--- src/rtl/mem_wb_stage_pkg.sv ---
// Shared writeback definitions: load-type codes and the link offset.
// Imported by the instruction decoder and by the MEM->WB stage.
package mem_wb_stage_pkg;

    localparam int LINK_OFS_DEF = 8;

    typedef enum logic [2:0] {
        LD_LW  = 3'd0,
        LD_LBU = 3'd1,
        LD_LB  = 3'd2,
        LD_LHU = 3'd3,
        LD_LH  = 3'd4
    } ld_type_e;

endpackage

--- src/rtl/mem_wb_stage_load_ext.sv ---
// Combinational load extender: selects a byte/half lane of a little-endian word
// and sign- or zero-extends it. Codes 5-7 fall back to a full-word load.
module load_ext
    import mem_wb_stage_pkg::*;
#(
    parameter int DW = 32
) (
    input  logic [2:0]    ld_type,
    input  logic [1:0]    addr_lo,
    input  logic [DW-1:0] word,
    output logic [DW-1:0] ext_data
);

    logic [7:0]  byte_sel;
    logic [15:0] half_sel;

    function automatic logic [DW-1:0] ext8(input logic [7:0] b, input logic sgn);
        return {{(DW-8){sgn & b[7]}}, b};
    endfunction

    function automatic logic [DW-1:0] ext16(input logic [15:0] h, input logic sgn);
        return {{(DW-16){sgn & h[15]}}, h};
    endfunction

    always_comb begin
        byte_sel = word[8*addr_lo +: 8];
        // Halfword lane depends only on bit 1; misalignment is not trapped here.
        half_sel = addr_lo[1] ? word[31:16] : word[15:0];
        case (ld_type)
            LD_LBU:  ext_data = ext8(byte_sel, 1'b0);
            LD_LB:   ext_data = ext8(byte_sel, 1'b1);
            LD_LHU:  ext_data = ext16(half_sel, 1'b0);
            LD_LH:   ext_data = ext16(half_sel, 1'b1);
            default: ext_data = word;
        endcase
    end

endmodule

--- src/rtl/mem_wb_stage.sv ---
// MEM->WB pipeline register and writeback datapath: drives the register-file
// write port, a W-stage bypass value and a retired-instruction counter.
module mem_wb_stage
    import mem_wb_stage_pkg::*;
#(
    parameter int DW       = 32,
    parameter int AW       = 5,
    parameter int LINK_OFS = LINK_OFS_DEF
) (
    input  logic          clk,
    input  logic          reset,
    input  logic          en,
    input  logic          flush,
    input  logic          valid_M,
    input  logic [DW-1:0] PC_M,
    input  logic [AW-1:0] A3_M,
    input  logic          RegWrM,
    input  logic          busW_selM,
    input  logic          memtoreg_M,
    input  logic [2:0]    ld_type_M,
    input  logic [1:0]    addr_lo_M,
    input  logic [DW-1:0] alu_M,
    input  logic [DW-1:0] dm_rdata_M,
    output logic [AW-1:0] A3_W,
    output logic          RegWrW,
    output logic [DW-1:0] busW,
    output logic          busW_selW,
    output logic [DW-1:0] PC_W,
    output logic [DW-1:0] fwd_data_W,
    output logic          fwd_en_W,
    output logic [31:0]   retired_cnt
);

    logic          valid_w;
    logic          regwr_w;
    logic [AW-1:0] a3_w;
    logic          sel_w;
    logic [DW-1:0] pc_w;
    logic          memtoreg_w;
    logic [2:0]    ld_type_w;
    logic [1:0]    addr_lo_w;
    logic [DW-1:0] alu_w;
    logic [DW-1:0] rdata_w;
    logic [31:0]   retired_q;
    logic [DW-1:0] load_w;

    // M -> W boundary
    always_ff @(posedge clk or posedge reset) begin
        if (reset) begin
            valid_w    <= 1'b0;
            regwr_w    <= 1'b0;
            a3_w       <= '0;
            sel_w      <= 1'b0;
            pc_w       <= '0;
            memtoreg_w <= 1'b0;
            ld_type_w  <= '0;
            addr_lo_w  <= '0;
            alu_w      <= '0;
            rdata_w    <= '0;
        end else if (flush) begin
            valid_w    <= 1'b0;
            regwr_w    <= 1'b0;
            a3_w       <= '0;
            sel_w      <= 1'b0;
            pc_w       <= '0;
            memtoreg_w <= 1'b0;
            ld_type_w  <= '0;
            addr_lo_w  <= '0;
            alu_w      <= '0;
            rdata_w    <= '0;
        end else if (en) begin
            valid_w    <= valid_M;
            regwr_w    <= RegWrM & valid_M;
            a3_w       <= A3_M;
            sel_w      <= busW_selM;
            pc_w       <= PC_M;
            memtoreg_w <= memtoreg_M;
            ld_type_w  <= ld_type_M;
            addr_lo_w  <= addr_lo_M;
            alu_w      <= alu_M;
            rdata_w    <= dm_rdata_M;
        end
    end

    always_ff @(posedge clk or posedge reset) begin
        if (reset) begin
            retired_q <= '0;
        end else if (en && !flush && valid_M) begin
            retired_q <= retired_q + 32'd1;
        end
    end

    // W stage: extension, writeback mux and bypass
    load_ext #(.DW(DW)) u_load_ext (
        .ld_type  (ld_type_w),
        .addr_lo  (addr_lo_w),
        .word     (rdata_w),
        .ext_data (load_w)
    );

    always_comb begin
        A3_W        = a3_w;
        RegWrW      = regwr_w & valid_w;
        busW        = memtoreg_w ? load_w : alu_w;
        busW_selW   = sel_w;
        PC_W        = pc_w;
        // Bypass must match what register_file stores, including the link offset it adds.
        fwd_data_W  = sel_w ? (pc_w + DW'(LINK_OFS)) : busW;
        fwd_en_W    = RegWrW && (a3_w != '0);
        retired_cnt = retired_q;
    end

endmodule

--- config.mk ---
export PLATFORM = sky130hd
export DESIGN_NAME = mem_wb_stage
export DESIGN_NICKNAME = d
export VERILOG_FILES = /design/src/rtl/mem_wb_stage_pkg.sv /design/src/rtl/mem_wb_stage_load_ext.sv /design/src/rtl/mem_wb_stage.sv
export SDC_FILE = /design/constraint.sdc
export NUM_CORES = 1
export LEC_CHECK = 0
export CORE_MARGIN = 3
export CORE_UTILIZATION = 35
export DETAILED_ROUTE_END_ITERATION = 7
export PLACE_DENSITY_LB_ADDON = 0.3
export REMOVE_ABC_BUFFERS = 1
export SKIP_LAST_GASP = 1
export SLEW_MARGIN = 20
export SYNTH_ARGS = -nofsm -noshare
export SYNTH_HDL_FRONTEND = slang
export SYNTH_SLANG_ARGS = --single-unit
--- constraint.sdc ---
create_clock -name clk -period 5.73 [get_ports clk]
set_input_delay 1.146 -clock clk [delete_from_list [all_inputs] [get_ports clk]]
set_output_delay 1.146 -clock clk [all_outputs]
set_load 0.02 [all_outputs]
==> reports/metrics.cfg <==
[setup_path]
cp_max_fo=26
required_ns=4.58
critPathCaptureType=output pin
worstSetupPathType=reg -> out
slowest_stage=dfrtp_1
startpoint=addr_lo_w[1]
r2r_start=retired_cnt[9]
r2r-end=retired_cnt[31]
crit_chain=nor2b_1 > a2bb2oi_1 > o31a_1 > a21oi_1 > mux2_2 > clkdlybuf4s50_1
rr_worst_depth=5
slowest_delay_ns=0.95
worstPathArrival_ns=3.70
r2r_slack_ns=3.54
cp-start-kind=register

[timing]
max_slew_margin_pct=29.6
tightest_slew_ns=1.05
hold_violations=0
tns_ns=0
setup_violations=0
fin_skew_ns=0.00645
finalCritPeriodShare_pct=84.5
rsz0062_at_grt=false
timing.fmax_mhz=206
final.min_clock_period_ns=4.84
finalMaxSlewViolations=0

[min_path]
holdPathStages=1
hold_class=reg -> reg
hold-path-endpoint=retired_cnt[31]
hold_start=retired_cnt[31]

[yosys]
seq_area_frac_synth_pct=45.2
yosys.area.top_type_share_pct=45.2
synth_top_area_cell=dfrtp_1
yosysMostFrequentCell=nor2_1
async_reset_ff_share_pct=100
synth.avg_cell_area_um2=9.72
synthTopCellsByArea=dfrtp_1 (45%), mux2i_1 (14%), nor2_1 (7.4%)
synth_common_cells=nor2_1 (155), dfrtp_1 (142), mux2i_1 (111), nand2_1 (44), clkbuf_1 (41)
yosysWarnings=0
syn_inst=809
synthFlopType=dfrtp_1
syn_area_um2=7870
ys_ff_latch=142
synth_edf_count=0
ys_types=56

[floorplanning]
fp.dieW_um=156
core_um2=22000
die_y_um=156
initial_core_util_pct=35.8
io_pins=250
die-area_um2=24300
rows=54

[detailed_routing]
wl_per_cell_um=20.3
antenna_left=0
drt-total-wl_mm=26.9
avgViaCountPerCell=5.26
vias=6961
drtIter0Drc=442
drc=0
drtPass1Iterations=7

[clock_network]
clock-root-buffer=clkbuf_16
clk_latency_ns=0.42
h-tree-depth=4
postCtsSetupBuffers=0
clockBufferDepth=2
hold_buffers=0
clk_pin_slew_ns=0.06
cts-resized-gates=0
cts_tree=built
cts_buffers=17
cts.sinks=142

[final_layout]
drive_above_1_share_pct=7.77
final_area_um2=11200
syn2layout_area_growth_pct=41.9
multi_input_area_um2=4040
n_fill_cell=1981
final_nets=1147
seqCellArea_um2=3560

[pwr]
leakagePower_nw=4.88
max-vdd-ir-drop_uv=237
pwr_density_cell_nw_per_um2=264

[job]
drv_cap=0

[placed_design]
io_buffer_count=249
dpl_cell_area_um2=10500
routabilityCongestion=0.861
dp_hpwl_mm=19.5

[grt]
grt_max_degree=77
gr-total-overflow=0
groute.usage.overall_pct=22.1
first_global_vias=6938
grt_antenna_before_repair=1
grt_pass1_wl_mm=41.4

[status]
outcome=finished, final reports clean

[routing by layer]
metal	share of wire (%)	global-route usage, %
met5	0	0
met4	1.2	5.47
met3	10	7.18
met2	47	34.6
met1	42	29.8
[layout make-up]
cell class	count	share of cell area, %
Multi-Input combinational cell	600	36.2
Sequential cell	142	31.9
Timing Repair Buffer	257	22.9
Clock buffer	19	4.06
Tap cell	280	3.14
Clock inverter	12	1.43
Inverter	13	0.482
Antenna cell	1	0.0224
[where the power goes]
| part | leakage [nW] | total (W) | internal, W | switching (W) |
|---|---|---|---|---|
| clock network | 0.288 | 0.00116 | 0.000709 | 0.000452 |
| registers | 1.88 | 0.00114 | 0.00106 | 0.0000817 |
| logic | 2.72 | 0.000645 | 0.000316 | 0.000330 |
| total | 4.88 | 0.00295 | 0.00209 | 0.000864 |
[registers in the layout (all words and copies together), names as in the netlist]
| name | cells |
|---|---|
| busW_selW | 1 |
| memtoreg_w | 1 |
| PC_W | 32 |
| retired_cnt | 32 |
| regwr_w | 1 |
| ld_type_w | 3 |
| valid_w | 1 |
| addr_lo_w | 2 |
| alu_w | 32 |
| rdata_w | 32 |
| A3_W | 5 |
[stage by stage]
step | setup WS [ns] | power [W] | cells | hold slack [ns] | util, %
2_1_floorplan | 0.774 | 0.00145 | 755 | 0.478 | -
3_3_place_gp | 1.47 | 0.00180 | 1292 | 0.459 | 48.0
3_5_place_dp | 1.37 | 0.00181 | 1292 | 0.469 | 48.0
4_1_cts | 0.892 | 0.00298 | 1323 | 0.484 | 50.8
5_1_grt | 0.625 | 0.00308 | 1324 | 0.499 | 50.8
6_report | 0.887 | 0.00295 | 1324 | 0.478 | 50.8
[worst max path at each step]
stage,cells after the start,slack (ns),endpoint
after floorplan,1,0.77,A3_W[0]
after CTS,6,0.89,fwd_data_W[16]
after global routing,6,0.62,fwd_data_W[16]
after global placement,6,1.47,fwd_data_W[16]
after detailed placement,6,1.37,fwd_data_W[17]
final,6,0.89,fwd_data_W[16]
[cell families (layout without fill, tap and decap cells)]
| group | Yosys count | after routing | synth area share, % |
|---|---|---|---|
| AND/OR/NAND/NOR | 305 | 305 | 18.2 |
| flip-flops | 142 | 142 | 45.2 |
| multiplexers | 140 | 140 | 18.4 |
| AO/OA/AOI/OAI | 94 | 94 | 7.75 |
| buffers and inverters | 67 | 301 | 3.53 |
| XOR/XNOR | 58 | 58 | 6.46 |
| adder cells (fa/ha/maj) | 3 | 3 | 0.445 |
| other | 0 | 1 | 0 |
[worst max-delay path: cells and delay by family (launching register included)]
kind                   cells  cell delay [ns]
AO/OA/AOI/OAI              3             1.28
buffers and inverters      1             0.56
flip-flops                 1             0.95
multiplexers               1             0.32
AND/OR/NAND/NOR            1             0.15
[layout by cell type (no fill, tap or decap), drive strengths merged, types with 16 or more instances in the layout]
master and instances:
nand3 21, nand2 44, dfrtp 142, clkbuf 19
clkdlybuf4s50 247, xnor2 33, a21oi 39, xor2 25
nor2 155, mux2i 111, o21ai 16, nand4 17
mux2 28
Power figures use the tool's default switching activity.
